$ cat config.mk
export PLATFORM = sky130hd
export DESIGN_NAME = msx_ps2_mouse_port
export DESIGN_NICKNAME = d
export VERILOG_FILES = /design/src/rtl/msx_ps2_mouse_port.sv
export SDC_FILE = /design/constraint.sdc
export NUM_CORES = 1
export LEC_CHECK = 0
export BUFFER_PORTS_ARGS = -buffer_cell sky130_fd_sc_hd__buf_2
export CAP_MARGIN = 20
export CELL_PAD_IN_SITES_DETAIL_PLACEMENT = 1
export CELL_PAD_IN_SITES_GLOBAL_PLACEMENT = 2
export CORE_ASPECT_RATIO = 0.9
export CORE_MARGIN = 1.5
export CORE_UTILIZATION = 39
export CTS_BUF_LIST = sky130_fd_sc_hd__clkbuf_2 sky130_fd_sc_hd__clkbuf_4 sky130_fd_sc_hd__clkbuf_8
export CTS_CLUSTER_DIAMETER = 200
export DETAILED_ROUTE_END_ITERATION = 10
export PLACE_DENSITY_LB_ADDON = 0.1
export SLEW_MARGIN = 20
export SYNTH_ARGS = -nofsm -noshare
export SYNTH_HDL_FRONTEND = slang
export SYNTH_SLANG_ARGS = --single-unit
$ cat constraint.sdc
create_clock -name clk_sys -period 4.1 [get_ports clk_sys]
set_input_delay 0.82 -clock clk_sys [delete_from_list [all_inputs] [get_ports clk_sys]]
set_output_delay 0.82 -clock clk_sys [all_outputs]
set_load 0.02 [all_outputs]
$ cat src/rtl/msx_ps2_mouse_port.sv
// PS/2 mouse packet stream to MSX joystick-port mouse protocol.
// Motion is accumulated between host reads and served as four strobe-sequenced
// nibbles (X high, X low, Y high, Y low); buttons are reported live.
module msx_ps2_mouse_port #(
    parameter int unsigned TIMEOUT_CYC = 32000,
    parameter int unsigned ACC_W       = 10
) (
    input  logic        clk_sys,
    input  logic        reset_n,
    input  logic [24:0] ps2_mouse,
    input  logic        strobe,
    output logic [5:0]  data
);

    localparam int unsigned CNT_W = $clog2(TIMEOUT_CYC + 1);

    localparam logic signed [ACC_W:0] ACC_MAX = (ACC_W + 1)'((2 ** (ACC_W - 1)) - 1);
    localparam logic signed [ACC_W:0] S8_MAX  = (ACC_W + 1)'(127);
    localparam logic signed [ACC_W:0] S8_MIN  = (ACC_W + 1)'(-128);

    typedef enum logic [2:0] {
        S_IDLE,
        S_XH,
        S_XL,
        S_YH,
        S_YL
    } state_e;

    state_e state_q, state_d;

    logic                    old_stb_q, old_stb_d;
    logic                    old_tgl_q, old_tgl_d;
    logic                    armed_q, armed_d;
    logic signed [ACC_W-1:0] acc_x_q, acc_x_d;
    logic signed [ACC_W-1:0] acc_y_q, acc_y_d;
    logic [7:0]              snap_x_q, snap_x_d;
    logic [7:0]              snap_y_q, snap_y_d;
    logic                    btn_l_q, btn_l_d;
    logic                    btn_r_q, btn_r_d;
    logic [CNT_W-1:0]        cnt_q, cnt_d;
    logic [5:0]              data_q, data_d;

    logic                    stb_edge_c;
    logic                    pkt_c;
    logic                    latch_c;
    logic                    timeout_c;
    logic signed [8:0]       dx9_c;
    logic signed [8:0]       dy9_c;
    logic signed [ACC_W-1:0] acc_x_base_c;
    logic signed [ACC_W-1:0] acc_y_base_c;
    logic signed [ACC_W:0]   neg_x_c;
    logic signed [ACC_W:0]   pos_y_c;
    logic [3:0]              nib_c;
    logic                    unused_status_c;

    // Accumulate with symmetric saturation at +/-ACC_MAX.
    function automatic logic signed [ACC_W-1:0] sat_add(
        input logic signed [ACC_W-1:0] a,
        input logic signed [8:0]       d
    );
        logic signed [ACC_W:0] s;
        s = (ACC_W + 1)'(a) + (ACC_W + 1)'(d);
        if (s > ACC_MAX) begin
            return ACC_W'(ACC_MAX);
        end else if (s < -ACC_MAX) begin
            return ACC_W'(-ACC_MAX);
        end
        return ACC_W'(s);
    endfunction

    // Limit a signed value to the 8-bit two's complement range.
    function automatic logic [7:0] clamp8(input logic signed [ACC_W:0] v);
        if (v > S8_MAX) begin
            return 8'h7F;
        end else if (v < S8_MIN) begin
            return 8'h80;
        end
        return 8'(v);
    endfunction

    assign unused_status_c = ^{ps2_mouse[7:6], ps2_mouse[3:2]};

    // Event detection: strobe edges, packet toggles, read start and timeout.
    always_comb begin
        stb_edge_c = (strobe != old_stb_q);
        pkt_c      = armed_q && (ps2_mouse[24] != old_tgl_q);
        latch_c    = stb_edge_c && ((state_q == S_IDLE) || (state_q == S_YL));
        timeout_c  = (state_q != S_IDLE) && (cnt_q == CNT_W'(TIMEOUT_CYC - 1));
        dx9_c      = {ps2_mouse[4], ps2_mouse[15:8]};
        dy9_c      = {ps2_mouse[5], ps2_mouse[23:16]};
    end

    // State register.
    always_ff @(posedge clk_sys or negedge reset_n) begin
        if (!reset_n) begin
            state_q <= S_IDLE;
        end else begin
            state_q <= state_d;
        end
    end

    // Next state: strobe edges step the nibble sequence; an edge beats timeout.
    always_comb begin
        state_d = state_q;
        if (stb_edge_c) begin
            case (state_q)
                S_IDLE:  state_d = S_XH;
                S_XH:    state_d = S_XL;
                S_XL:    state_d = S_YH;
                S_YH:    state_d = S_YL;
                S_YL:    state_d = S_XH;
                default: state_d = S_IDLE;
            endcase
        end else if (timeout_c) begin
            state_d = S_IDLE;
        end
    end

    // Datapath next values: snapshots use pre-packet accumulators, then the packet lands.
    always_comb begin
        old_stb_d    = strobe;
        old_tgl_d    = ps2_mouse[24];
        armed_d      = 1'b1;
        neg_x_c      = -((ACC_W + 1)'(acc_x_q));
        pos_y_c      = (ACC_W + 1)'(acc_y_q);
        snap_x_d     = snap_x_q;
        snap_y_d     = snap_y_q;
        acc_x_base_c = acc_x_q;
        acc_y_base_c = acc_y_q;
        if (latch_c) begin
            snap_x_d     = clamp8(neg_x_c);
            snap_y_d     = clamp8(pos_y_c);
            acc_x_base_c = '0;
            acc_y_base_c = '0;
        end
        acc_x_d = acc_x_base_c;
        acc_y_d = acc_y_base_c;
        btn_l_d = btn_l_q;
        btn_r_d = btn_r_q;
        if (pkt_c) begin
            acc_x_d = sat_add(acc_x_base_c, dx9_c);
            acc_y_d = sat_add(acc_y_base_c, dy9_c);
            btn_l_d = ps2_mouse[0];
            btn_r_d = ps2_mouse[1];
        end
        if (stb_edge_c || (state_q == S_IDLE)) begin
            cnt_d = '0;
        end else begin
            cnt_d = cnt_q + CNT_W'(1);
        end
    end

    // Output: nibble selected by the upcoming state, buttons active-low.
    always_comb begin
        nib_c = 4'h0;
        case (state_d)
            S_XH:    nib_c = snap_x_d[7:4];
            S_XL:    nib_c = snap_x_d[3:0];
            S_YH:    nib_c = snap_y_d[7:4];
            S_YL:    nib_c = snap_y_d[3:0];
            default: nib_c = 4'h0;
        endcase
        data_d = {~btn_r_d, ~btn_l_d, nib_c};
    end

    // Datapath and output registers.
    always_ff @(posedge clk_sys or negedge reset_n) begin
        if (!reset_n) begin
            old_stb_q <= 1'b0;
            old_tgl_q <= 1'b0;
            armed_q   <= 1'b0;
            acc_x_q   <= '0;
            acc_y_q   <= '0;
            snap_x_q  <= '0;
            snap_y_q  <= '0;
            btn_l_q   <= 1'b0;
            btn_r_q   <= 1'b0;
            cnt_q     <= '0;
            data_q    <= 6'b11_0000;
        end else begin
            old_stb_q <= old_stb_d;
            old_tgl_q <= old_tgl_d;
            armed_q   <= armed_d;
            acc_x_q   <= acc_x_d;
            acc_y_q   <= acc_y_d;
            snap_x_q  <= snap_x_d;
            snap_y_q  <= snap_y_d;
            btn_l_q   <= btn_l_d;
            btn_r_q   <= btn_r_d;
            cnt_q     <= cnt_d;
            data_q    <= data_d;
        end
    end

    assign data = data_q;

endmodule
# Yosys cells after proc, flatten, opt, wreduce, memory -nomap -nowiden

Index checks and enable logic that the tools add are counted.

Bits in registers: 65
Bits of input ports: 28
Output and inout bits: 6
Logic and storage cells: 82

$add $sub $neg: 4
Order comparisons: 8
Eq/ne operators: 11
Multiplexer cells: 37
Bitwise logic cells: 2
Reduce and logical (&&, ||, !) cells: 8

Operators with widths:

| operator              | count |
|---|---|
| $mux 10               | 10 |
| $mux 8                | 8 |
| $add 10x9->11         | 2 |
| $gt 11x10->1 const B  | 2 |
| $lt 11x10->1 const B  | 2 |
| $pmux 4 s4            | 1 |
| $add 15x1->15 const B | 1 |
| $eq 15x15->1 const B  | 1 |
| $mux 15               | 1 |
| $mux 1                | 14 |
| $eq 3x2->1 const B    | 4 |
| $pmux 3 s4            | 1 |
| $gt 11x8->1 const B   | 1 |
| $lt 11x8->1 const B   | 1 |
| $neg 10->11           | 1 |
| $gt 10x8->1 const B   | 1 |
| $lt 10x8->1 const B   | 1 |
| $eq 3x1->1 const B    | 2 |
| $eq 3x3->1 const B    | 2 |
| $mux 3                | 2 |
| $logic_and 1x1->1     | 3 |
| $logic_not 3->1       | 1 |
| $reduce_bool 3->1     | 1 |
| $logic_or 1x1->1      | 2 |
| 3 further kinds       | 5 |

# Longest topological paths before layout

Gate-level depths: netlist (run 1).

Depth in word-level cells: 11
Gate-level depth with buffers: 17
Mapped depth without buffers: 14

# Least setup slack after synthesis (run 1)

No wires, ideal clock.

Path type: input -> register
Start: in strobe
End: reg acc_y_q[8]
Setup time: 126 ps
Arrival: 3747 ps
Required time: 3974 ps
Slack: 227 ps
Stages: 14
Buffers on the path: 3
Cell sequence: xnor2_2 -> nand2b_1 -> buf_2 -> clkbuf_1 -> clkbuf_1 -> and2_1 -> ha_1 -> or2_1 -> a21oi_1 -> nor2_1 -> a2bb2oi_1 -> xnor2_1 -> a21oi_2 -> a221o_1

Longest elaborated chain between the ends: 10
Elaborated cells between the ends (all ways): 12
Classes of those cells: add/sub (1); order compare (2); eq/ne (1); mux (7); reduce/logical (1)

RTL lines:

| what                   | line | source |
|---|---|---|
| start: declaration     | 11   | `input logic strobe,` |
| $ne 1x1->1 *           | 85   | `stb_edge_c = (strobe != old_stb_q);` |
| $logic_and 1x1->1 *    | 87   | `latch_c = stb_edge_c && ((state_q == S_IDLE) \|\| (state_q == S_YL));` |
| $mux 10 *              | 130  | `if (latch_c) begin` |
| $add 10x9->11          | 62   | `s = (ACC_W + 1)'(a) + (ACC_W + 1)'(d);` |
| $lt 11x10->1           | 65   | `end else if (s < -ACC_MAX) begin` |
| $mux 1                 | 65   |  |
| $mux 1                 | 63   | `if (s > ACC_MAX) begin` |
| $mux 1                 | 140  | `if (pkt_c) begin` |
| $mux 10                | 68   | `return ACC_W'(s);` |
| $mux 10 *              | 140  |  |
| named net acc_y_d[8]   | 35   | `logic signed [ACC_W-1:0] acc_y_q, acc_y_d;` |
| end signal: assignment | 185  | `acc_y_q <= acc_y_d;` |
| end: declaration       | 35   |  |

The timed path passes the listed nets; every way through them passes the cells marked *. The select of a mux whose other input is x is not followed.

# Worst setup path after layout (run 1)

Start: in strobe
End: reg acc_y_q[6]

The elaborated chain is that of the path after synthesis.

==> reports/qor.txt, run 1 <==
outcome -> finished, final reports clean
# Post-CTS Setup Buffers -> 0
layout cells sized above 1 -> 14.7%
drt first pass iters -> 5
Syn Std Cell Area -> 4260 sq um
WP data required -> 4.38 ns
multi-input logic area -> 2480 sq um
Synth async-reset ratio -> 100%
Post-Synthesis Cells -> 468
syn nets -> 521
area grow syn2layout -> 12.0%
setup ws final -> 0.321 ns
post-route cell area -> 4760 sq um
HPWL Detailed -> 7810 um
# fillers -> 1,240
CP startpoint kind -> primary input
clk_lat worst skew -> 0.34 ns
Hold WS -> 0.378 ns
Static Leak -> 2.13 nW
final clock skew -> 0.00816 ns
Resize count post-CTS -> 0
main flop type after synthesis -> dfrtp_1
Final Wtd Congestion -> 0.772
sequential area share after synthesis -> 38.3%
max cap viols -> 0
Warnings, synthesis -> 0
Die Y -> 102 um
final setup violation count -> 0
RSZ-0062 raised after global routing -> no
slew margin rel. -> 46.2%
clk root buf -> clkbuf_8
Slew @ Worst Pin -> 0.805 ns
CP max FO -> 11
GRT overflow -> 0
Crit. End Element -> flip-flop
Core Footprint -> 10,400 sq um
first-pass GRT wire length -> 17,500 um
Initial Util -> 40.8%
VDD IR max -> 0.267 mV
vias -> 3,454
# diodes -> 0
final hold violations -> 0
utilization after layout -> 45.7%
Vias/cell -> 5.45
CP bufs+invs -> 2
I/O pin total -> 34
Netlist cell types -> 70
CTS buffer count -> 9
CTS tree -> yes
Slowest cell on crit path -> nor3_2
Clk pin slew, worst setup/hold paths -> 0.07 ns
Remaining DRCs -> 0
Pwr Density -> 765 nW/um^2
slowest cell delay on critical path -> 0.50 ns
overall routing resource usage -> 19.1%
Site Rows -> 35
H-tree depth -> 3
Final min period -> 3.78 ns
CTS Hold Bufs -> 0
Crit path max-delay family -> simple AND/OR/NAND/NOR gates
vias in the first global route -> 3,560
Detail Route Antenna Nets -> 0
Critical Path AT -> 4.06 ns
syn_area_per_cell -> 9.09 sq um
pre-CTS setup slack -> 0.0138 ns
Die ar. -> 11,500 sq um
pin count of the biggest net entering global routing -> 51
starting DRC count in detailed routing -> 152
Post-synth EDFFs -> 0
Final nets -> 553
maximum clock path buffer count -> 2
Yosys reg bits -> 65
Area after DPL -> 4550 sq um
die width -> 113 um
max-slew violation total from the final report -> 0
setup_tns -> 0 ns
IO Port Bufs -> 29
CTS Sinks -> 65
critical path cell sequence -> buf_2 -> xnor2_2 -> nand2b_1 -> and2_1 -> ha_1 -> inv_1 -> fa_1 -> nor2b_1 -> o2111ai_1 -> a311oi_1 -> o22ai_1 -> nor3_2 -> a221o_1
FF/Latch Area -> 1630 sq um
Fmax -> 0.265 GHz
antenna violations before repair -> 0
Final period util -> 92.2%
Crit Path Category -> primary input to flip-flop
routed wire length per instance -> 15.9 um
final wirelength -> 10,100 um
Worst Hold Class -> primary input to asynchronous set/reset pin
==> report_power, final <==
part	switching [mW]	internal, mW	leakage (nW)
Clock	0.251	0.346	0.109
Sequential	0.241	0.861	0.821
Combinational	1.11	0.836	1.20
Total	1.60	2.04	2.13
==> registers in the layout, summed over array words and instances (netlist names) <==
register	cells
state_q	3
btn_l_q	1
snap_x_q	8
snap_y_q	8
old_stb_q	1
cnt_q	15
acc_y_q	10
old_tgl_q	1
armed_q	1
btn_r_q	1
data	6
acc_x_q	10
==> area by class of cell <==
class / count / share of cell area [%]
Multi-Input combinational cell: 366 / 52.0
Timing Repair Buffer: 36 / 4.15
Inverter: 22 / 1.73
Clock inverter: 6 / 1.73
Clock buffer: 10 / 2.76
Tap cell: 129 / 3.39
Sequential cell: 65 / 34.2
==> cell usage in the layout (no fill, tap or decap), types with 14 or more instances in the layout <==
| master | Yosys | layout |
|---|---|---|
| nand2_1 | 56 | 56 |
| inv_1 | 22 | 22 |
| and2_1 | 20 | 20 |
| o21ai_0 | 33 | 33 |
| nor2_1 | 44 | 44 |
| xor2_1 | 14 | 14 |
| a21oi_1 | 17 | 16 |
| ha_1 | 23 | 23 |
| dfrtp_1 | 63 | 63 |
| xnor2_1 | 15 | 15 |
| buf_2 | 3 | 29 |
==> synthesized netlist by cell type, types with 2 or more instances <==
cell type | n | area, sq um
dfrtp_1 | 63 | 1580
o211ai_1 | 3 | 22.5
mux2_2 | 2 | 22.5
o22ai_1 | 2 | 12.5
a222oi_1 | 3 | 30.0
buf_2 | 3 | 15.0
a21oi_1 | 17 | 85.1
xnor2_1 | 15 | 131
inv_1 | 22 | 82.6
a21oi_2 | 2 | 17.5
xor2_1 | 14 | 123
clkbuf_1 | 11 | 41.3
o21a_1 | 2 | 15.0
o31ai_1 | 2 | 15.0
or3_1 | 7 | 43.8
nor3_2 | 3 | 30.0
and2_1 | 20 | 125
nand3b_1 | 4 | 30.0
nor3b_1 | 3 | 22.5
and3_1 | 2 | 12.5
o21ai_0 | 33 | 165
nand2_1 | 56 | 210
or2_1 | 2 | 12.5
a21o_1 | 6 | 45.0
nor3_1 | 8 | 40.0
fa_1 | 2 | 40.0
nor2_1 | 44 | 165
nor2b_1 | 2 | 12.5
nor4_1 | 4 | 25.0
maj3_1 | 2 | 20.0
a211oi_1 | 4 | 30.0
nand2b_1 | 8 | 50.1
a31oi_1 | 5 | 31.3
o31a_1 | 2 | 17.5
dfstp_2 | 2 | 52.6
a22oi_1 | 2 | 15.0
ha_1 | 23 | 288
nand4_1 | 4 | 25.0
o21ai_1 | 5 | 25.0
nand3_1 | 11 | 55.1
a221o_1 | 13 | 130
mux2i_1 | 2 | 20.0
==> layer usage <==
metal	up-vias	GRT usage, %	wire length [um]
met5	-	0	0
met4	0	5.77	121
met3	10	2.85	216
met2	40	31.0	4530
met1	1665	26.5	5210
li1	1739	-	-
==> stage by stage <==
stage / cells / total power, mW
2_1_floorplan: 468 / 2.58
3_3_place_gp: 618 / 3.00
3_5_place_dp: 618 / 3.06
4_1_cts: 634 / 3.67
5_1_grt: 634 / 3.97
6_report: 634 / 3.64
==> cell families after synthesis <==
logic type,count (synthesis),synth area share [%]
other,1,0.0881
adders and majority gates,27,8.17
buffers and inverters,37,3.53
xor gates and xnor gates,30,6.35
AOI/OAI and AO/OA,117,20.1
and+or+nand+nor,187,22.5
DFF,65,38.3
muxes,4,1.00
==> path summary, 6_finish.rpt <==
path / slack [ns] / cells after the start / from / to
worst min-delay path: 0.38 / 1 / reset_n / old_stb_q
worst max-delay path: 0.32 / 13 / strobe / acc_y_q[6]
worst max register to register: 0.47 / 12 / state_q[0] / acc_y_q[6]
min in group clk_sys: 0.41 / 1 / btn_r_q / data[5]
worst min register to register: 0.41 / 1 / btn_r_q / data[5]
max in group asynchronous: 2.78 / 2 / reset_n / acc_x_q[9]
Note: power is estimated with default switching activity, not from simulation.
==> run 2: changes to the inputs <==
ABC_AREA = 1   (was unset)
CELL_PAD_IN_SITES_DETAIL_PLACEMENT = unset   (was 1)
CELL_PAD_IN_SITES_GLOBAL_PLACEMENT = unset   (was 2)
CORE_UTILIZATION = 63   (was 39)
PLACE_DENSITY = 0.83   (was unset)
PLACE_DENSITY_LB_ADDON = unset   (was 0.1)
==> run 2 against run 1 <==
Against the previous run:
- sequential share of layout area decreased by 2.2 points
- synthesized area increased by 8.6%
- critical path depth increased by 7
- clock skew increased by 0.0019 ns
- combinational power increased by 28%
- maximum frequency increased by 14%
- final cell count increased by 26%
- sequential cell count unchanged
- critical endpoint is now acc_x_q[4]
==> reports/qor.txt, run 2 <==
area share of the largest cell type after synthesis -> 34.1% (-2.9 points)
Warnings, synthesis -> 0 (unchanged)
Final Wtd Congestion -> 0.861 (+11%)
Post-Synthesis Cells -> 665 (+42%)
Netlist cell types -> 43 (-39%)
most frequent cell after synthesis -> nand2_1
CTS tree -> yes
WP data required -> 4.32 ns (-0.06 ns)
utilization after layout -> 72.0% (+26 points)
final clock skew -> 0.0101 ns (+0.00195 ns)
Detail Route Antenna Nets -> 0 (unchanged)
HPWL Detailed -> 7630 um (-2.3%)
# Post-CTS Setup Buffers -> 0 (unchanged)
vias -> 4,147 (+20%)
IO Port Bufs -> 29 (unchanged)
Slew @ Worst Pin -> 0.788 ns (-0.0166 ns)
sequential area share after synthesis -> 35.2% (-3.0 points)
Yosys reg bits -> 65 (unchanged)
vias in the first global route -> 3,955 (+11%)
Initial Util -> 65.3% (+25 points)
CP max FO -> 15 (+4)
Final min period -> 3.31 ns (-0.472 ns)
Hold WS -> 0.483 ns (+0.105 ns)
Final period util -> 80.7% (-12 points)
multi-input logic area -> 2540 sq um (+2.4%)
CTS buffer count -> 9 (unchanged)
Crit. End Element -> flip-flop
Critical Path AT -> 3.53 ns (-0.53 ns)
ranking of synthesized cells by area -> dfrtp_1 (34%), nand2_1 (17%), inv_1 (8.0%)
CTS Hold Bufs -> 0 (unchanged)
largest register by flop count -> cnt_q
setup ws final -> 0.792 ns (+0.472 ns)
most common cell after layout, fill and taps aside -> nand2_1
max FFs per register -> 15 (unchanged)
layout cells sized above 1 -> 15.1% (+0.46 points)
max cap viols -> 0 (unchanged)
outcome -> finished, final reports clean
Static Leak -> 2.80 nW (+32%)
syn_area_per_cell -> 6.95 sq um (-24%)
post-route cell area -> 5090 sq um (+6.9%)
syn nets -> 718 (+38%)
maximum clock path buffer count -> 2 (unchanged)
Crit Path Category -> primary input to flip-flop
setup_tns -> 0 ns (unchanged)
H-tree depth -> 3 (unchanged)
Worst Hold Class -> flip-flop to flip-flop
Remaining DRCs -> 0 (unchanged)
max-slew violation total from the final report -> 0 (unchanged)
cell count after placement -> 785 (+27%)
final setup violation count -> 0 (unchanged)
first-pass GRT wire length -> 17,000 um (-3.2%)
pre-CTS setup slack -> 0.446 ns (+0.432 ns)
FF/Latch Area -> 1630 sq um (unchanged)
slew margin rel. -> 47.4% (+1.2 points)
final hold violations -> 0 (unchanged)
Area after DPL -> 4880 sq um (+7.2%)
clk_lat worst skew -> 0.35 ns (about the same)
Die Y -> 84.3 um (-17%)
VDD IR max -> 0.472 mV (+77%)
Pwr Density -> 799 nW/um^2 (+4.5%)
starting DRC count in detailed routing -> 235 (+55%)
I/O pin total -> 34 (unchanged)
clk root buf -> clkbuf_8
overall routing resource usage -> 26.7% (+7.7 points)
commonest cells in the netlist -> nand2_1 (206), inv_1 (99), nor2_1 (65), dfrtp_1 (63), nand3_1 (44)
Site Rows -> 29 (-17%)
RSZ-0062 raised after global routing -> no
drt first pass iters -> 5 (unchanged)
GRT overflow -> 0 (unchanged)
CP startpoint kind -> primary input
# diodes -> 0 (unchanged)
antenna violations before repair -> 0 (unchanged)
Core Footprint -> 7080 sq um (-32%)
Synth async-reset ratio -> 100% (unchanged)
# fillers -> 576 (-54%)
main flop type after synthesis -> dfrtp_1
Clk pin slew, worst setup/hold paths -> 0.07 ns (about the same)
Pwr Total -> 4.07 mW (+12%)
Post-synth EDFFs -> 0 (unchanged)
most frequent cells in the layout -> nand2_1 (206), inv_1 (99), nor2_1 (65), dfrtp_1 (63), nand3_1 (44)
pin count of the biggest net entering global routing -> 37 (-27%)
final wirelength -> 9720 um (-3.6%)
area grow syn2layout -> 10.2%
Die ar. -> 7860 sq um (-32%)
Resize count post-CTS -> 0 (unchanged)
Yosys top cell by area -> dfrtp_1
Final nets -> 756 (+37%)
die width -> 93.3 um (-18%)
fin cells -> 801 (+26%)
Syn Std Cell Area -> 4620 sq um (+8.6%)
Vias/cell -> 5.18 (-5.0%)
top flop regs -> cnt_q x15, acc_x_q x10, acc_y_q x10
Fmax -> 0.302 GHz (+14%)
routed wire length per instance -> 12.1 um (-24%)
CTS Sinks -> 65 (unchanged)
[run 2: cell types whose count changed after synthesis, moves of 9 or more]
cell and delta:
a221o_1 -13, nor2_1 +21, xor2_1 -13, nand2_1 +150, nand3_1 +33, and2_1 -19, nand2_2 +12, inv_1 +77
xnor2_1 -12, o21ai_0 -22, inv_2 +10, a21oi_1 +24, clkbuf_1 -9
[run 2: worst paths after layout]
kind                          endpoint       from  slack [ns]  depth (start not counted)
max in group asynchronous  snap_x_q[4]    reset_n        2.67                          2
min                           cnt_q[0]   cnt_q[0]        0.48                          1
min in group asynchronous  snap_x_q[7]    reset_n        0.56                          1
max reg2reg                 acc_x_q[4]  old_stb_q        0.98                         19
min reg2reg                   cnt_q[0]   cnt_q[0]        0.48                          1
max                         acc_x_q[4]     strobe        0.79                         20
[run 2: critical path, stage by stage]
cell and delay, ns:
buf_2 0.11, or2_1 0.21, nand2_2 0.14, nor2_4 0.05, inv_2 0.19, nand2_1 0.08
inv_1 0.08, ha_1 0.25, inv_1 0.08, fa_1 0.48, inv_1 0.05, or2_2 0.26
nor2_1 0.11, nand3_1 0.10, nor2_1 0.10, nand4_1 0.08, nand2_1 0.08, nand2_2 0.11
nand2_1 0.08, a21oi_1 0.06
[run 2: cells by family after synthesis]
| family | Yosys count | synth area share (%) |
|---|---|---|
| xor gates and xnor gates | 6 | 1.46 |
| adders and majority gates | 25 | 7.09 |
| and+or+nand+nor | 381 | 37.2 |
| DFF | 65 | 35.2 |
| AOI/OAI and AO/OA | 71 | 9.09 |
| buffers and inverters | 116 | 9.82 |
| other | 1 | 0.0811 |
[run 2: where the power goes]
part	total (mW)	leakage (nW)	switching, mW	internal [mW]
Clock	0.596	0.106	0.241	0.355
Sequential	0.997	0.797	0.136	0.861
Combinational	2.48	1.90	1.62	0.856
[run 2: layout make-up]
class / instances / share of cell area, %
Clock buffer: 11 / 2.73
Clock inverter: 5 / 1.57
Inverter: 110 / 8.15
Multi-Input combinational cell: 484 / 49.9
Sequential cell: 65 / 32.0
Tap cell: 93 / 2.28
Timing Repair Buffer: 33 / 3.44
[run 2: per-layer routing]
layer	track usage [%]	routed length (um)	up-vias
met3	2.45	406	13
li1	-	-	2165
met2	43.7	4490	88
met4	9.50	135	0
met1	37.1	4690	1881
met5	0	0	-
==> run 3: changes to the inputs <==
clock period = 3.2 ns   (was 4.1 ns; I/O delays follow)
==> run 3 against run 2 <==
Against the previous run:
- final cell count is 0.75% higher
- clock power rose by 32%
- first-iteration DRC count decreased by 6.4%
- critical path depth unchanged
- global-route usage fell by 0.39 points
- worst setup slack worse by 0.46 ns
- sequential cell count unchanged
- core utilization rose by 0.76 points
- routed wire length is essentially flat
- count of clock-buffer cells in the layout decreased by 1
- sequential power grew 27%
- critical path type unchanged
==> reports/qor.txt, run 3 (same netlist as run 2, synthesis figures left out) <==
Resize count post-CTS -> 0 (unchanged)
Static Leak -> 2.84 nW (+1.2%)
final clock skew -> 0.00933 ns (-0.000776 ns)
Die Y -> 84.3 um (unchanged)
clk root buf -> clkbuf_8
Remaining DRCs -> 0 (unchanged)
Final nets -> 762 (+0.79%)
overall routing resource usage -> 26.3% (-0.39 points)
maximum clock path buffer count -> 2 (unchanged)
starting DRC count in detailed routing -> 220 (-6.4%)
Final period util -> 89.6%
die width -> 93.3 um (unchanged)
Critical Path AT -> 3.09 ns (-0.44 ns)
WP data required -> 3.42 ns (-0.90 ns)
Clk pin slew, worst setup/hold paths -> 0.07 ns (about the same)
Slowest cell on crit path -> fa_1
Core Footprint -> 7080 sq um (unchanged)
# Post-CTS Setup Buffers -> 0 (unchanged)
Initial Util -> 65.3% (unchanged)
H-tree depth -> 3 (unchanged)
max FFs per register -> 15 (unchanged)
Die ar. -> 7860 sq um (unchanged)
slew margin rel. -> 64.5% (+17 points)
Crit path max-delay family -> simple AND/OR/NAND/NOR gates
setup ws final -> 0.333 ns (-0.459 ns)
Vias/cell -> 5.20 (+0.41%)
Crit Path Category -> primary input to flip-flop
pre-CTS setup slack -> -0.00179 ns (-0.448 ns)
final setup violation count -> 0 (unchanged)
RSZ-0062 raised after global routing -> no
VDD IR max -> 0.551 mV (+17%)
Pwr Total -> 5.26 mW (+29%)
top flop regs -> cnt_q x15, acc_x_q x10, acc_y_q x10
I/O pin total -> 34 (unchanged)
Final Wtd Congestion -> 0.883 (+2.6%)
largest register by flop count -> cnt_q
CTS Sinks -> 65 (unchanged)
first-pass GRT wire length -> 16,900 um (-0.65%)
outcome -> finished, final reports clean
Final min period -> 2.87 ns
CP bufs+invs -> 5 (unchanged)
layout cells sized above 1 -> 15.8% (+0.71 points)
most frequent cells in the layout -> nand2_1 (206), inv_1 (99), nor2_1 (65), dfrtp_1 (63), nand3_1 (44)
antenna violations before repair -> 0 (unchanged)
CP startpoint kind -> primary input
Slew @ Worst Pin -> 0.532 ns (-0.256 ns)
flop2flop setup slack -> 0.35 ns (-0.63 ns)
area grow syn2layout -> 11.4%
CTS tree -> yes
final hold violations -> 0 (unchanged)
Pwr Density -> 1020 nW/um^2 (+28%)
critical path cell sequence -> buf_2 -> or2_1 -> nand2_2 -> nor2_4 -> inv_2 -> nand2_1 -> inv_1 -> ha_1 -> inv_1 -> fa_1 -> inv_1 -> or2_2 -> nor2_1 -> nand3_1 -> nor2_1 -> nand4_1 -> nand2_1 -> nand2_2 -> nand2_1 -> a21oi_1
final wirelength -> 9720 um (about the same)
# diodes -> 0 (unchanged)
Fmax -> 0.349 GHz
HPWL Detailed -> 7830 um (+2.6%)
clk_lat worst skew -> 0.34 ns (about the same)
pin count of the biggest net entering global routing -> 42 (+14%)
vias -> 4,195 (+1.2%)
GRT overflow -> 0 (unchanged)
CTS buffer count -> 9 (unchanged)
CP max FO -> 9 (-6)
routed wire length per instance -> 12.0 um (-0.80%)
max-slew violation total from the final report -> 0 (unchanged)
most common cell after layout, fill and taps aside -> nand2_1
drt first pass iters -> 6 (+1)
max cap viols -> 0 (unchanged)
CTS Hold Bufs -> 0 (unchanged)
Crit. End Element -> flip-flop
Site Rows -> 29 (unchanged)
vias in the first global route -> 3,971 (+0.40%)
slowest cell delay on critical path -> 0.47 ns (about the same)
# fillers -> 596 (+3.5%)
IO Port Bufs -> 29 (unchanged)
Detail Route Antenna Nets -> 0 (unchanged)
Worst Hold Class -> primary input to asynchronous set/reset pin
-- run 3: cell count changes in the layout (fill, tap and decap cells not counted), sizes merged --
cell / before / now
buf: 33 / 39
clkbuf: 11 / 10
clkinv: 1 / 2
clkinvlp: 2 / 1
inv: 110 / 111
-- run 3: routing by layer --
layer | vias up | routed length (um) | share of wire (%) | global-route usage, %
met1 | 1923 | 4710 | 48 | 36.1
met4 | 0 | 91 | 0.94 | 6.89
met3 | 10 | 359 | 3.7 | 4.17
met5 | - | 0 | 0 | 0
li1 | 2177 | - | - | -
met2 | 85 | 4560 | 47 | 43.5
-- run 3: final cells by class --
cell class | instances | area [sq um] | area share (%)
Multi-Input combinational cell | 484 | 2540 | 49.3
Sequential cell | 65 | 1630 | 31.6
Inverter | 110 | 415 | 8.07
Timing Repair Buffer | 39 | 220 | 4.28
Clock buffer | 10 | 138 | 2.67
Tap cell | 93 | 116 | 2.26
Clock inverter | 6 | 90.1 | 1.75
-- run 3: path summary, 6_finish.rpt --
kind                            start         end  cells after the start
max in group asynchronous     reset_n     data[5]                      2
min                           reset_n     btn_r_q                      1
max reg2reg                state_q[0]  acc_x_q[6]                     18
max                            strobe  acc_x_q[6]                     20
min in group clk_sys           strobe   old_stb_q                      1
min reg2reg                  cnt_q[0]    cnt_q[0]                      1
-- run 3: where the power goes --
group | internal [mW] | switching [mW] | leakage (nW)
registers | 1.10 | 0.171 | 0.797
logic | 1.13 | 2.08 | 1.93
clock network | 0.462 | 0.322 | 0.113
-- run 3: through the flow --
step	std cells	instance area (sq um)	hold slack (ns)	util, %	TNS [ns]
4_1_cts	807	5150	0.287	72.8	0
6_report	807	5150	0.278	72.8	0
5_1_grt	807	5150	0.326	72.8	0
3_5_place_dp	791	4920	0.467	69.5	-0.00179
3_3_place_gp	791	4920	0.451	69.5	0
2_1_floorplan	665	4620	0.344	-	0
